### src/rtl/usr_pkg.sv
// usr_pkg: operation encodings for universal_shift_register
package usr_pkg;
  typedef enum logic [2:0] {
    MODE_HOLD = 3'b000,
    MODE_LOAD = 3'b001,
    MODE_SHL  = 3'b010,
    MODE_SHR  = 3'b011,
    MODE_ROL  = 3'b100,
    MODE_ROR  = 3'b101,
    MODE_INC  = 3'b110,
    MODE_DEC  = 3'b111
  } mode_t;
endpackage

### src/rtl/universal_shift_register.sv
// universal_shift_register: WIDTH-bit load/shift/rotate/count register; USR_SATURATE_EN saturates INC/DEC
module universal_shift_register
  import usr_pkg::*;
#(
  parameter int              WIDTH        = 8,
  parameter logic [WIDTH-1:0] RESET_VALUE  = '0,
  parameter logic [WIDTH-1:0] PRESET_VALUE = '1
) (
  input  logic             Clock,
  input  logic             Reset_n,
  input  logic             Enable,
  input  logic             Preset,
  input  logic             Clear,
  input  logic [2:0]       Mode,
  input  logic [WIDTH-1:0] D,
  input  logic             Serial_In_L,
  input  logic             Serial_In_R,
  output logic [WIDTH-1:0] Q,
  output logic [WIDTH-1:0] Q_bar,
  output logic             Carry,
  output logic             Terminal
);
  logic [WIDTH-1:0] nxt_q;
  logic             nxt_c;
  logic [WIDTH:0]   inc, dec;
  logic             all_ones, zero;
  assign all_ones = &Q;
  assign zero     = ~|Q;
  assign inc      = {1'b0, Q} + {{WIDTH{1'b0}}, 1'b1};
  assign dec      = {1'b0, Q} - {{WIDTH{1'b0}}, 1'b1};
  assign Terminal = (mode_t'(Mode) == MODE_INC && all_ones) || (mode_t'(Mode) == MODE_DEC && zero);
  always_comb begin
    nxt_q = Q;
    nxt_c = Carry;
    case (mode_t'(Mode))
      MODE_LOAD: begin nxt_q = D; nxt_c = 1'b0; end
      MODE_SHL:  begin nxt_q = {Q[WIDTH-2:0], Serial_In_L}; nxt_c = Q[WIDTH-1]; end
      MODE_SHR:  begin nxt_q = {Serial_In_R, Q[WIDTH-1:1]}; nxt_c = Q[0]; end
      MODE_ROL:  begin nxt_q = {Q[WIDTH-2:0], Q[WIDTH-1]}; nxt_c = Q[WIDTH-1]; end
      MODE_ROR:  begin nxt_q = {Q[0], Q[WIDTH-1:1]}; nxt_c = Q[0]; end
`ifdef USR_SATURATE_EN
      MODE_INC:  begin nxt_q = all_ones ? Q : inc[WIDTH-1:0]; nxt_c = all_ones; end
      MODE_DEC:  begin nxt_q = zero ? Q : dec[WIDTH-1:0]; nxt_c = zero; end
`else
      MODE_INC:  begin nxt_q = inc[WIDTH-1:0]; nxt_c = inc[WIDTH]; end
      MODE_DEC:  begin nxt_q = dec[WIDTH-1:0]; nxt_c = dec[WIDTH]; end
`endif
      default: ;
    endcase
  end
  always_ff @(posedge Clock or negedge Reset_n) begin
    if (!Reset_n) begin
      Q     <= RESET_VALUE;
      Q_bar <= ~RESET_VALUE;
      Carry <= 1'b0;
    end else if (Preset) begin
      Q     <= PRESET_VALUE;
      Q_bar <= ~PRESET_VALUE;
      Carry <= 1'b0;
    end else if (Clear) begin
      Q     <= '0;
      Q_bar <= '1;
      Carry <= 1'b0;
    end else if (Enable) begin
      Q     <= nxt_q;
      Q_bar <= ~nxt_q;
      Carry <= nxt_c;
    end
  end
endmodule

### config.mk
export PLATFORM = sky130hd
export DESIGN_NAME = universal_shift_register
export DESIGN_NICKNAME = d
export VERILOG_FILES = /design/src/rtl/usr_pkg.sv /design/src/rtl/universal_shift_register.sv
export SDC_FILE = /design/constraint.sdc
export NUM_CORES = 1
export LEC_CHECK = 0
export ABC_AREA = 1
export CAP_MARGIN = 20
export CORE_UTILIZATION = 35
export CTS_CLUSTER_DIAMETER = 120
export DETAILED_ROUTE_END_ITERATION = 8
export PLACE_DENSITY = 0.59
export SLEW_MARGIN = 5
export SYNTH_ARGS = -nofsm -noshare
export SYNTH_HDL_FRONTEND = slang
export SYNTH_SLANG_ARGS = --single-unit
export TNS_END_PERCENT = 30
### constraint.sdc
create_clock -name Clock -period 2 [get_ports Clock]
set_input_delay 0.4 -clock Clock [delete_from_list [all_inputs] [get_ports Clock]]
set_output_delay 0.4 -clock Clock [all_outputs]
set_load 0.05 [all_outputs]
# Yosys cells after proc, flatten, opt, wreduce, memory -nomap -nowiden
# Cells that the tools add are included.
# classes
add_sub_neg	2
n_eq_ne	7
mux	11
n_bitwise	1
reduce_logical	11
# ops
op	count
case mux 8 bit (7 select lines)	1
two-way mux 8 bit	6
equality test 3 bit, second input constant	4
adder 8 x 1 -> 9 bit, second input constant	1
subtractor 8 x 1 -> 9 bit, second input constant	1
NOT 8 bit	1
AND reduction 8 bit	1
OR reduction 8 bit	1
nonzero test 7 bit	1
equality test 3 x 2 -> 1 bit, second input constant	2
case mux 1 bit (5 select lines)	1
OR reduction 2 bit	2
equality test 3 x 1 -> 1 bit, second input constant	1
two-way mux 1 bit	3
nonzero test 3 bit	1
logical AND 1 bit	2
AND reduction 2 bit	1
logical NOT 1 bit	1
logical OR 1 bit	1
# word_totals
regBits	17
in_bits	18
out_inout_bits	18
wordCells	35

# Longest topological paths before layout
# depth
depth_word	6
mapped_depth	11
depth_no_buf	11

# Worst setup path before layout
# Ideal clock, no wire load.
# synth_path
kind	register to output
start	register Q[1]
end	output Terminal
arrival_time_ps	2424
required_ps	1600
setup_slack_ps	-824
path_stages_with_launch	6
n_path_buf	0
path_cell_list	dfrtp_1 ha_1 nand2_1 nor2_1 nand3_1 o21ai_0
# synth_between
elab_chain_len	4
word_cells_on_any_way	6
cone_classes	6 x reduce/logical
# synth_rtl
element	line	rtl
start, declared	universal_shift_register.sv:18	output logic [WIDTH-1:0] Q,
start signal, assigned	universal_shift_register.sv:65	Q <= nxt_q;
OR reduction 8 bit	universal_shift_register.sv:28	assign zero = ~|Q;
logical NOT 1 bit	universal_shift_register.sv:28	
logical AND 1 bit	universal_shift_register.sv:31	assign Terminal = (mode_t'(Mode) == MODE_INC && all_ones) || (mode_t'(Mode) == MODE_DEC && zero);
logical OR 1 bit *	universal_shift_register.sv:31	
end, declared	universal_shift_register.sv:21	output logic Terminal
# Mark *: on every way between the ends. The rest lies on a longest branch, timed or not.

# Worst setup path in the final report
# layout_path
start	register Q[2]
end	output Terminal
# Same word-level chain as after synthesis.

==> out/results.ini <==
[global_routing]
grt_usage_pct = 22.9
grt_pass1_wl_um = 7650
met2_usage_pct = 36.2
overflow = 0
grt_max_degree = 18
grt_pass1_vias = 1579
busiest_layer = met2
met1_usage_pct = 32.7
antenna_found_initial = 0
use_met3_pct = 3.25

[power_and_ir_drop]
clkPwrFrac_pct = 20.6
p_int_uw = 742
p_seq_share_pct = 34.3
ir_drop_v = 0.000424
power_switching_share_pct = 40.4
power.combinational.fraction_pct = 45.1
powerDensity_nw_per_um2 = 575
p_sw_uw = 504
leakagePower_nw = 1.08

[clock_tree]
clock_latency_ns = 0.25
cts_tree = yes
cts_root_buf = clkbuf_8
clk_pin_slew_ns = 0.06
clockBufferDepth = 2
htree_levels = 1
hold_buffers = 0
numCtsBuffers = 3
cts.sinks = 17

[detailed_routing]
avgViaCountPerCell = 5.02
wl_um = 4730
drt_iter0_drc = 186
firstDrtPassIters = 4
drc = 0
antenna_left = 0
vias = 1824
wl_per_cell_um = 13.0

[placed_design]
placed_cells = 351
placed_cell_area_um2 = 2030
portBuffers = 35
place_congestion = 0.907
dp_hpwl_um = 3630

[floorplan]
die_h_um = 66.6
die_x_um = 66.6
initial_core_util_pct = 36.5
io_pins = 36
rows = 23
core_um2 = 4000
dieArea_um2 = 4440

[sta]
fmax_ghz = 0.519
relSlewSlack_pct = 49.8
hold_viol = 0
rsz0062_at_grt = false
slew_viol_final = 0
min_period_ns = 1.93
fin_crit_sh_pct = 96.3
worst_pin_slew_ns = 0.751
setup_viol = 0
clock_skew_ns = 0.000702

[logic_synthesis]
synth_top_cell_by_area = nand2_1
syn_inst = 246
netlist.area_leader.share_pct = 19.8
ys_seq_area_share_pct = 29.8
ys_seq_elements = 17
synthTopCellsByArea = nand2_1 (20%), dfrtp_1 (15%), dfstp_2 (14%)
ys_types = 26
avgSynthCellArea_um2 = 5.94
ys_warn_count = 0
syn_area_um2 = 1460
syn-num-nets = 267

[run_status]
status = finished, final reports clean

[setup_path]
start_kind = register
critPathKind = reg -> out
critical_path_buf_inv_count = 2
regToRegEndpoint = Q[2]$_DFFE_PN0P_
path_max_fanout = 6
crit_arrival_ns = 1.53
cp-startpoint = Q[2]$_DFFE_PN0P_
rr_worst_depth = 8
crit_path_cell_trace = buf_4, nor4_2, nand4_1, o21ai_4, buf_12
rrSetupSlack_ns = 0.20
crit_required_ns = 1.60
crit_path_end_kind = primary output
slowest_delay_ns = 0.39
crit_family = simple AND/OR/NAND/NOR gates
cp_slowest_cell = dfrtp_1
r2r-start = Q[0]$_DFFE_PN0P_

[final_layout]
n_antenna_cell = 0
fin_area_um2 = 2170
drive_gt1_share_pct = 26.5
layout.nets = 335
fin_cells = 363
syn2layout_area_growth_pct = 48.5

[min_path]
min_path_type = in -> async

[job]
cap_violations = 0

## stage by stage
stage | total power, mW | setup TNS [ns] | hold slack (ns) | setup WS [ns] | utilization, %
detailed placement | 0.959 | -0.169 | 0.456 | -0.0546 | 50.8
floorplan | 0.751 | 0 | 0.104 | 0.0650 | -
global placement | 0.958 | -0.187 | 0.457 | -0.0550 | 50.8
finish | 1.25 | 0 | 0.466 | 0.0749 | 54.2
CTS | 1.23 | 0 | 0.468 | 0.0202 | 52.8
global route | 1.33 | 0 | 0.491 | 0.0105 | 54.2
## worst reg2reg max path: cells and delay by family (launching register included)
kind,cells,cell delay (ns)
fa+ha+maj,1,0.29
flops,1,0.37
simple gates,3,0.46
buf+inv,2,0.26
compound gates,2,0.28
## how the worst max path moves through the flow
| stage | end | slack (ns) | depth (start not counted) |
|---|---|---|---|
| after global placement | Carry$_DFFE_PN0P_ | -0.05 | 8 |
| final | Terminal | 0.07 | 5 |
| after global routing | Terminal | 0.01 | 5 |
| after floorplan | Terminal | 0.07 | 5 |
| after detailed placement | Terminal | -0.05 | 6 |
| after CTS | Terminal | 0.02 | 6 |
## power groups by stage
stage / Clock [mW] / Sequential [mW] / Combinational, mW
3_3_place_gp: 0 / 0.441 / 0.516
6_report: 0.257 / 0.428 / 0.562
3_5_place_dp: 0 / 0.441 / 0.518
4_1_cts: 0.266 / 0.430 / 0.535
5_1_grt: 0.281 / 0.432 / 0.612
2_1_floorplan: 0 / 0.549 / 0.202
## cells in the final DEF, fill, tap and decap left out, drive strengths merged, types with 2 or more instances in the layout
master         Yosys  routed
nor3               2       2
nand4              3       3
dfstp              8       8
nor2              42      42
clkbuf             3       4
dlymetal6s2s       0       2
o21ai             18      18
dfrtp              9       9
nand2             79      79
buf                6      54
a21oi              8       8
inv               22      21
nand3             35      35
ha                 3       3
or2                2       2
clkdlybuf4s50      0      15
## synthesized netlist by cell type
cell / number
a22oi_1: 1
o31ai_1: 1
nor4_1: 1
buf_2: 5
nand2_2: 2
dfrtp_1: 9
o21bai_1: 1
nand2_1: 77
a21oi_1: 8
and2_1: 1
nor3_1: 2
o21ai_0: 17
or2_2: 2
ha_1: 3
clkbuf_1: 3
nand4_1: 3
nor2_2: 3
o22ai_1: 1
nand3_1: 35
o21ai_1: 1
inv_2: 2
nor2_1: 38
dfstp_2: 8
inv_1: 20
buf_4: 1
nor2_4: 1
## registers in the layout (all words and copies together) (netlist names)
signal  flops
Q           8
Q_bar       8
Carry       1
## area by class of cell
class,count,area [um2]
timing repair buffer,72,602
sequential,17,439
tap,50,62.6
clock buffer,4,45.0
fill,423,1830
inverter,22,86.3
multi-input combinational,198,935
## cell families after synthesis
| group | Yosys count | synth area share, % |
|---|---|---|
| flip-flops | 17 | 29.8 |
| AND/OR/NAND/NOR | 165 | 48.1 |
| adder cells (fa/ha/maj) | 3 | 2.57 |
| AO/OA/AOI/OAI | 30 | 10.9 |
| buffers and inverters | 31 | 8.65 |
## repair_timing
action                                 in CTS  in global routing
resized for setup                           4                  5
buffers inserted                            3                  5
cloned                                      0                  0
setup endpoints to repair                   1                  2
pin swaps                                   2                  5
endpoints found under the hold margin       0                  0
## per-layer routing
metal / routed length (um) / share of wire, %
met1: 2250 / 48
met2: 2200 / 46
met3: 218 / 4.6
met4: 57 / 1.2
met5: 0 / 0
Power figures use the tool's default switching activity.
